## src/rtl/clk_rst_seq.sv

```systemverilog
// Lock-qualified reset sequencer: debounces the synchronized CCC lock, then releases
// core, peripheral and application resets in order; any lock drop reasserts all three.
module clk_rst_seq #(
   parameter int LOCK_DEBOUNCE = 1024,
   parameter int STAGE_DELAY   = 64,
   parameter int SW_HOLD       = 16
) (
   input  logic       FAB_CLK,
   input  logic       RESET,
   input  logic       FAB_LOCK,
   input  logic       SW_RST_REQ,
   input  logic       CLR_STATUS,
   output logic [2:0] RST_OUT,
   output logic       READY,
   output logic       LOCK_LOST,
   output logic [7:0] LOSS_CNT
);

   localparam int REL_LEN = 3 * STAGE_DELAY;
   localparam int MAX_AB  = (LOCK_DEBOUNCE > REL_LEN) ? LOCK_DEBOUNCE : REL_LEN;
   localparam int CNT_MAX = (MAX_AB > SW_HOLD) ? MAX_AB : SW_HOLD;
   localparam int CW      = $clog2(CNT_MAX + 1);

   localparam logic [CW-1:0] DEB_LAST  = CW'(LOCK_DEBOUNCE - 1);
   localparam logic [CW-1:0] STG0_LAST = CW'(STAGE_DELAY - 1);
   localparam logic [CW-1:0] STG1_LAST = CW'(2 * STAGE_DELAY - 1);
   localparam logic [CW-1:0] STG2_LAST = CW'(3 * STAGE_DELAY - 1);
   localparam logic [CW-1:0] SW_LAST   = CW'(SW_HOLD - 1);

   localparam logic [1:0] ST_WAIT_LOCK = 2'd0;
   localparam logic [1:0] ST_RELEASE   = 2'd1;
   localparam logic [1:0] ST_RUN       = 2'd2;
   localparam logic [1:0] ST_SW_RESET  = 2'd3;

   logic          lock_meta_q;
   logic          lock_s_q;
   logic [1:0]    state_q,    state_d;
   logic [CW-1:0] cnt_q,      cnt_d;
   logic [2:0]    rst_q,      rst_d;
   logic          ready_q,    ready_d;
   logic          lost_q,     lost_d;
   logic [7:0]    loss_cnt_q, loss_cnt_d;
   logic [7:0]    loss_base;

   always_ff @(posedge FAB_CLK) begin
      if (RESET) begin
         lock_meta_q <= 1'b0;
         lock_s_q    <= 1'b0;
      end else begin
         lock_meta_q <= FAB_LOCK;
         lock_s_q    <= lock_meta_q;
      end
   end

   // A clear coinciding with a loss restarts the count from this loss.
   assign loss_base = CLR_STATUS ? 8'd0 : loss_cnt_q;

   always_comb begin
      state_d    = state_q;
      cnt_d      = cnt_q;
      rst_d      = rst_q;
      ready_d    = ready_q;
      lost_d     = lost_q;
      loss_cnt_d = loss_cnt_q;

      if (CLR_STATUS) begin
         lost_d     = 1'b0;
         loss_cnt_d = 8'd0;
      end

      if (state_q != ST_WAIT_LOCK && !lock_s_q) begin
         state_d    = ST_WAIT_LOCK;
         cnt_d      = '0;
         rst_d      = 3'b111;
         ready_d    = 1'b0;
         lost_d     = 1'b1;
         loss_cnt_d = (loss_base == 8'hFF) ? loss_base : loss_base + 8'd1;
      end else begin
         case (state_q)
            ST_WAIT_LOCK: begin
               rst_d   = 3'b111;
               ready_d = 1'b0;
               if (!lock_s_q) begin
                  cnt_d = '0;
               end else if (cnt_q == DEB_LAST) begin
                  state_d = ST_RELEASE;
                  cnt_d   = '0;
               end else begin
                  cnt_d = cnt_q + 1'b1;
               end
            end
            ST_RELEASE: begin
               cnt_d = cnt_q + 1'b1;
               if (cnt_q == STG0_LAST) rst_d[0] = 1'b0;
               if (cnt_q == STG1_LAST) rst_d[1] = 1'b0;
               if (cnt_q == STG2_LAST) begin
                  rst_d   = 3'b000;
                  ready_d = 1'b1;
                  state_d = ST_RUN;
                  cnt_d   = '0;
               end
            end
            ST_RUN: begin
               rst_d   = 3'b000;
               ready_d = 1'b1;
               if (SW_RST_REQ) begin
                  state_d = ST_SW_RESET;
                  rst_d   = 3'b111;
                  ready_d = 1'b0;
                  cnt_d   = '0;
               end
            end
            ST_SW_RESET: begin
               rst_d   = 3'b111;
               ready_d = 1'b0;
               if (cnt_q == SW_LAST) begin
                  state_d = ST_RELEASE;
                  cnt_d   = '0;
               end else begin
                  cnt_d = cnt_q + 1'b1;
               end
            end
            default: begin
               state_d = ST_WAIT_LOCK;
               cnt_d   = '0;
               rst_d   = 3'b111;
               ready_d = 1'b0;
            end
         endcase
      end
   end

   always_ff @(posedge FAB_CLK) begin
      if (RESET) begin
         state_q    <= ST_WAIT_LOCK;
         cnt_q      <= '0;
         rst_q      <= 3'b111;
         ready_q    <= 1'b0;
         lost_q     <= 1'b0;
         loss_cnt_q <= 8'd0;
      end else begin
         state_q    <= state_d;
         cnt_q      <= cnt_d;
         rst_q      <= rst_d;
         ready_q    <= ready_d;
         lost_q     <= lost_d;
         loss_cnt_q <= loss_cnt_d;
      end
   end

   assign RST_OUT   = rst_q;
   assign READY     = ready_q;
   assign LOCK_LOST = lost_q;
   assign LOSS_CNT  = loss_cnt_q;

endmodule
```

## config.mk

```make
export PLATFORM = sky130hd
export DESIGN_NAME = clk_rst_seq
export DESIGN_NICKNAME = d
export VERILOG_FILES = /design/src/rtl/clk_rst_seq.sv
export SDC_FILE = /design/constraint.sdc
export NUM_CORES = 1
export LEC_CHECK = 0
export ABC_CLOCK_PERIOD_IN_PS = 2600
export BUFFER_PORTS_ARGS = -buffer_cell sky130_fd_sc_hd__buf_2
export CORE_UTILIZATION = 55
export DETAILED_ROUTE_END_ITERATION = 10
export PLACE_DENSITY = 0.76
export REMOVE_ABC_BUFFERS = 1
export SYNTH_ARGS = -nofsm -noshare
export SYNTH_HDL_FRONTEND = slang
export SYNTH_SLANG_ARGS = --single-unit
```

## constraint.sdc

```tcl
create_clock -name FAB_CLK -period 2.6 [get_ports FAB_CLK]
set_clock_uncertainty 0.05 [all_clocks]
set_input_delay 0.13 -clock FAB_CLK [delete_from_list [all_inputs] [get_ports FAB_CLK]]
set_output_delay 0.13 -clock FAB_CLK [all_outputs]
set_load 0.1 [all_outputs]
```

==> impl_metrics.py <==
metrics = {
    "placed_design": {
        "place_area_um2": 1570,
        "hpwl_um": 2190,
        "preCtsSetupSlack_ns": 0.335,
        "port_buffers": 17,
        "gp_congestion": 0.881,
    },
    "route": {
        "drt_wl_total_um": 2850,
        "first_pass_iters": 4,
        "vias": 1206,
        "drt_iter0_drc": 53,
        "routedWlPerCell_um": 13.4,
        "routed_via_density": 5.66,
        "postRouteAntennaNets": 0,
        "drc_errors": 0,
    },
    "logic_synthesis": {
        "yosysWarnings": 0,
        "yosysSeqAreaShare_pct": 38.5,
        "synth.avg_cell_area_um2": 8.93,
        "synth_cells": 163,
        "syn_area_um2": 1460,
        "synth_cell_types": 42,
        "ys_ff_latch": 28,
    },
    "clocking": {
        "cts.path.max_buffers": 2,
        "clkTransAtPathRegs_ns": 0.15,
        "cts_hold_buf": 1,
        "cts_tree": "built",
        "clk_latency_ns": 0.34,
        "h-tree-depth": 1,
        "cts_setup_buffers": 0,
        "numCtsBuffers": 3,
        "cts_resized": 0,
        "cts.sinks": 28,
        "root_buffer": "clkbuf_4",
    },
    "floorplan": {
        "die_h_um": 53.4,
        "ios": 18,
        "coreArea_um2": 2480,
        "die_w_um": 53.4,
        "row_count": 18,
        "dieArea_um2": 2860,
        "initial_core_util_pct": 58.7,
    },
    "min_path": {
        "hp-class": "in2reg",
    },
    "global_routing": {
        "use_met1_pct": 31.6,
        "grt_usage_pct": 22.3,
        "grt_pass1_vias": 1033,
        "antenna_found_initial": 0,
        "top_usage_layer": "met2",
        "grt_util_met2_pct": 32.3,
        "grt_pass1_wl_um": 4600,
        "grt_max_degree": 17,
        "use_met3_pct": 2.87,
        "grt_overflow": 0,
    },
    "sta": {
        "fin_tns_setup_ns": 0,
        "setup_slack_ns": 0.313,
        "setup_viol": 0,
        "finalHoldViolCount": 0,
        "final_max_slew_viol_count": 0,
        "timing.final.crit_share_pct": 88.0,
        "rsz0062_at_grt": "no",
        "fmax_mhz": 437,
        "fin_crit_ns": 2.29,
        "worst_pin_slew_ns": 0.660,
        "slew_headroom_pct": 55.9,
    },
    "critical_path": {
        "crit_type": "reg2reg",
        "crit_path_start_kind": "flip-flop",
        "critPathSlowestCell": "dfxtp_1",
        "worstPathCellList": "ha_1, nand4_1, or2_2, o311a_1, o31ai_4, nor2_1",
        "path_max_fanout": 7,
        "cp.arrival_ns": 2.46,
        "cp_slowest_stage_delay_ns": 0.42,
        "required_ns": 2.78,
        "cp-end-kind": "flip-flop",
    },
    "pwr": {
        "leakagePower_uw": 0.000626,
        "p_per_area_nw_per_um2": 453,
        "ir_worst_vdd_uv": 411,
    },
    "job": {
        "maxCapViolCount": 0,
    },
    "layout": {
        "nets": 197,
        "n_antenna_cell": 0,
        "post-route-util_pct": 65.9,
        "layout-drive-gt1-share_pct": 18.0,
        "synthToLayoutAreaGrowth_pct": 12.2,
        "final_common_cell": "dfxtp_1",
        "final_cell_mix": "dfxtp_1 (28), buf_2 (17), nor2_1 (16)",
        "stdcell_area_um2": 1630,
    },
    "run_status": {
        "outcome": "completed",
    },
}
==> path summary, 6_finish.rpt <==
check             cells past startpoint   endpoint   startpoint  slack [ns]
hold reg to reg                       1   lock_s_q  lock_meta_q        0.41
setup / recovery                      6  cnt_q[10]     cnt_q[0]        0.31
hold / removal                        2  LOCK_LOST        RESET        0.05
setup reg to reg                      6  cnt_q[10]     cnt_q[0]        0.31
==> area by class of cell <==
class	instances	area, um2
Multi-Input combinational cell	127	865
Fill cell	222	845
Sequential cell	28	561
Timing Repair Buffer	18	95.1
Tap cell	30	37.5
Clock inverter	1	30.0
Clock buffer	3	22.5
Inverter	6	22.5
==> layer usage <==
metal,wire [um],vias up
met4,52,0
met3,97,6
met5,0,-
met2,1260,22
li1,-,618
met1,1440,560
==> flip-flops by register name, indices dropped and copies added, names as in the netlist <==
register	cells
READY	1
LOCK_LOST	1
cnt_q	11
lock_meta_q	1
state_q	2
LOSS_CNT	8
RST_OUT	3
lock_s_q	1
==> worst max-delay path: cells and delay by family (launching register included) <==
family / cells / cell delay, ns
AOI/OAI and AO/OA: 2 / 0.74
and+or+nand+nor: 3 / 0.77
DFF: 1 / 0.42
adders and majority gates: 1 / 0.21
==> kinds of logic after synthesis <==
| kind of cell | after synthesis | share of synthesized area (%) |
|---|---|---|
| xor gates and xnor gates | 12 | 7.22 |
| buffers and inverters | 8 | 2.06 |
| DFF | 28 | 38.5 |
| AOI/OAI and AO/OA | 26 | 15.4 |
| and+or+nand+nor | 80 | 29.2 |
| muxes | 1 | 0.688 |
| adders and majority gates | 8 | 6.88 |
==> metrics by stage <==
step / hold slack [ns] / std cells / total power (uW)
after floorplan: 0.149 / 161 / 452
after global placement: 0.292 / 208 / 461
after detailed placement: 0.319 / 208 / 461
after CTS: 0.0477 / 213 / 744
after global routing: 0.0622 / 213 / 763
final: 0.0526 / 213 / 739
==> cell usage after synthesis (all sizes together) <==
cell type / n / area, um2
nor3b: 1 / 7.51
nand3b: 1 / 7.51
a31oi: 1 / 6.26
o41ai: 3 / 45.1
or3: 2 / 13.8
nand4: 4 / 25.0
a21boi: 1 / 7.51
o311a: 1 / 10.0
nor3: 5 / 25.0
and2b: 1 / 8.76
nand3: 14 / 70.1
or2: 4 / 25.0
o21bai: 1 / 7.51
mux2i: 1 / 10.0
a311oi: 1 / 8.76
or4: 1 / 11.3
o221a: 1 / 11.3
a21o: 1 / 7.51
nor2b: 8 / 50.1
a41oi: 1 / 8.76
dfxtp: 28 / 561
ha: 8 / 100
nor2: 16 / 60.1
xnor2: 9 / 78.8
and3: 5 / 31.3
nor4: 1 / 6.26
nand2: 10 / 37.5
o22ai: 1 / 6.26
xor2: 3 / 26.3
clkbuf: 2 / 7.51
a21oi: 5 / 28.8
o21ai: 4 / 20.0
nand2b: 6 / 37.5
inv: 6 / 22.5
and3b: 1 / 8.76
o211ai: 2 / 15.0
o31ai: 3 / 41.3
==> where the power goes <==
part / total [uW] / switching, uW / internal [uW]
logic: 20.5 / 12.2 / 8.31
registers: 433 / 1.41 / 431
clock network: 286 / 130 / 156
total: 739 / 144 / 596
No activity file was read; power rests on OpenSTA's default activity.
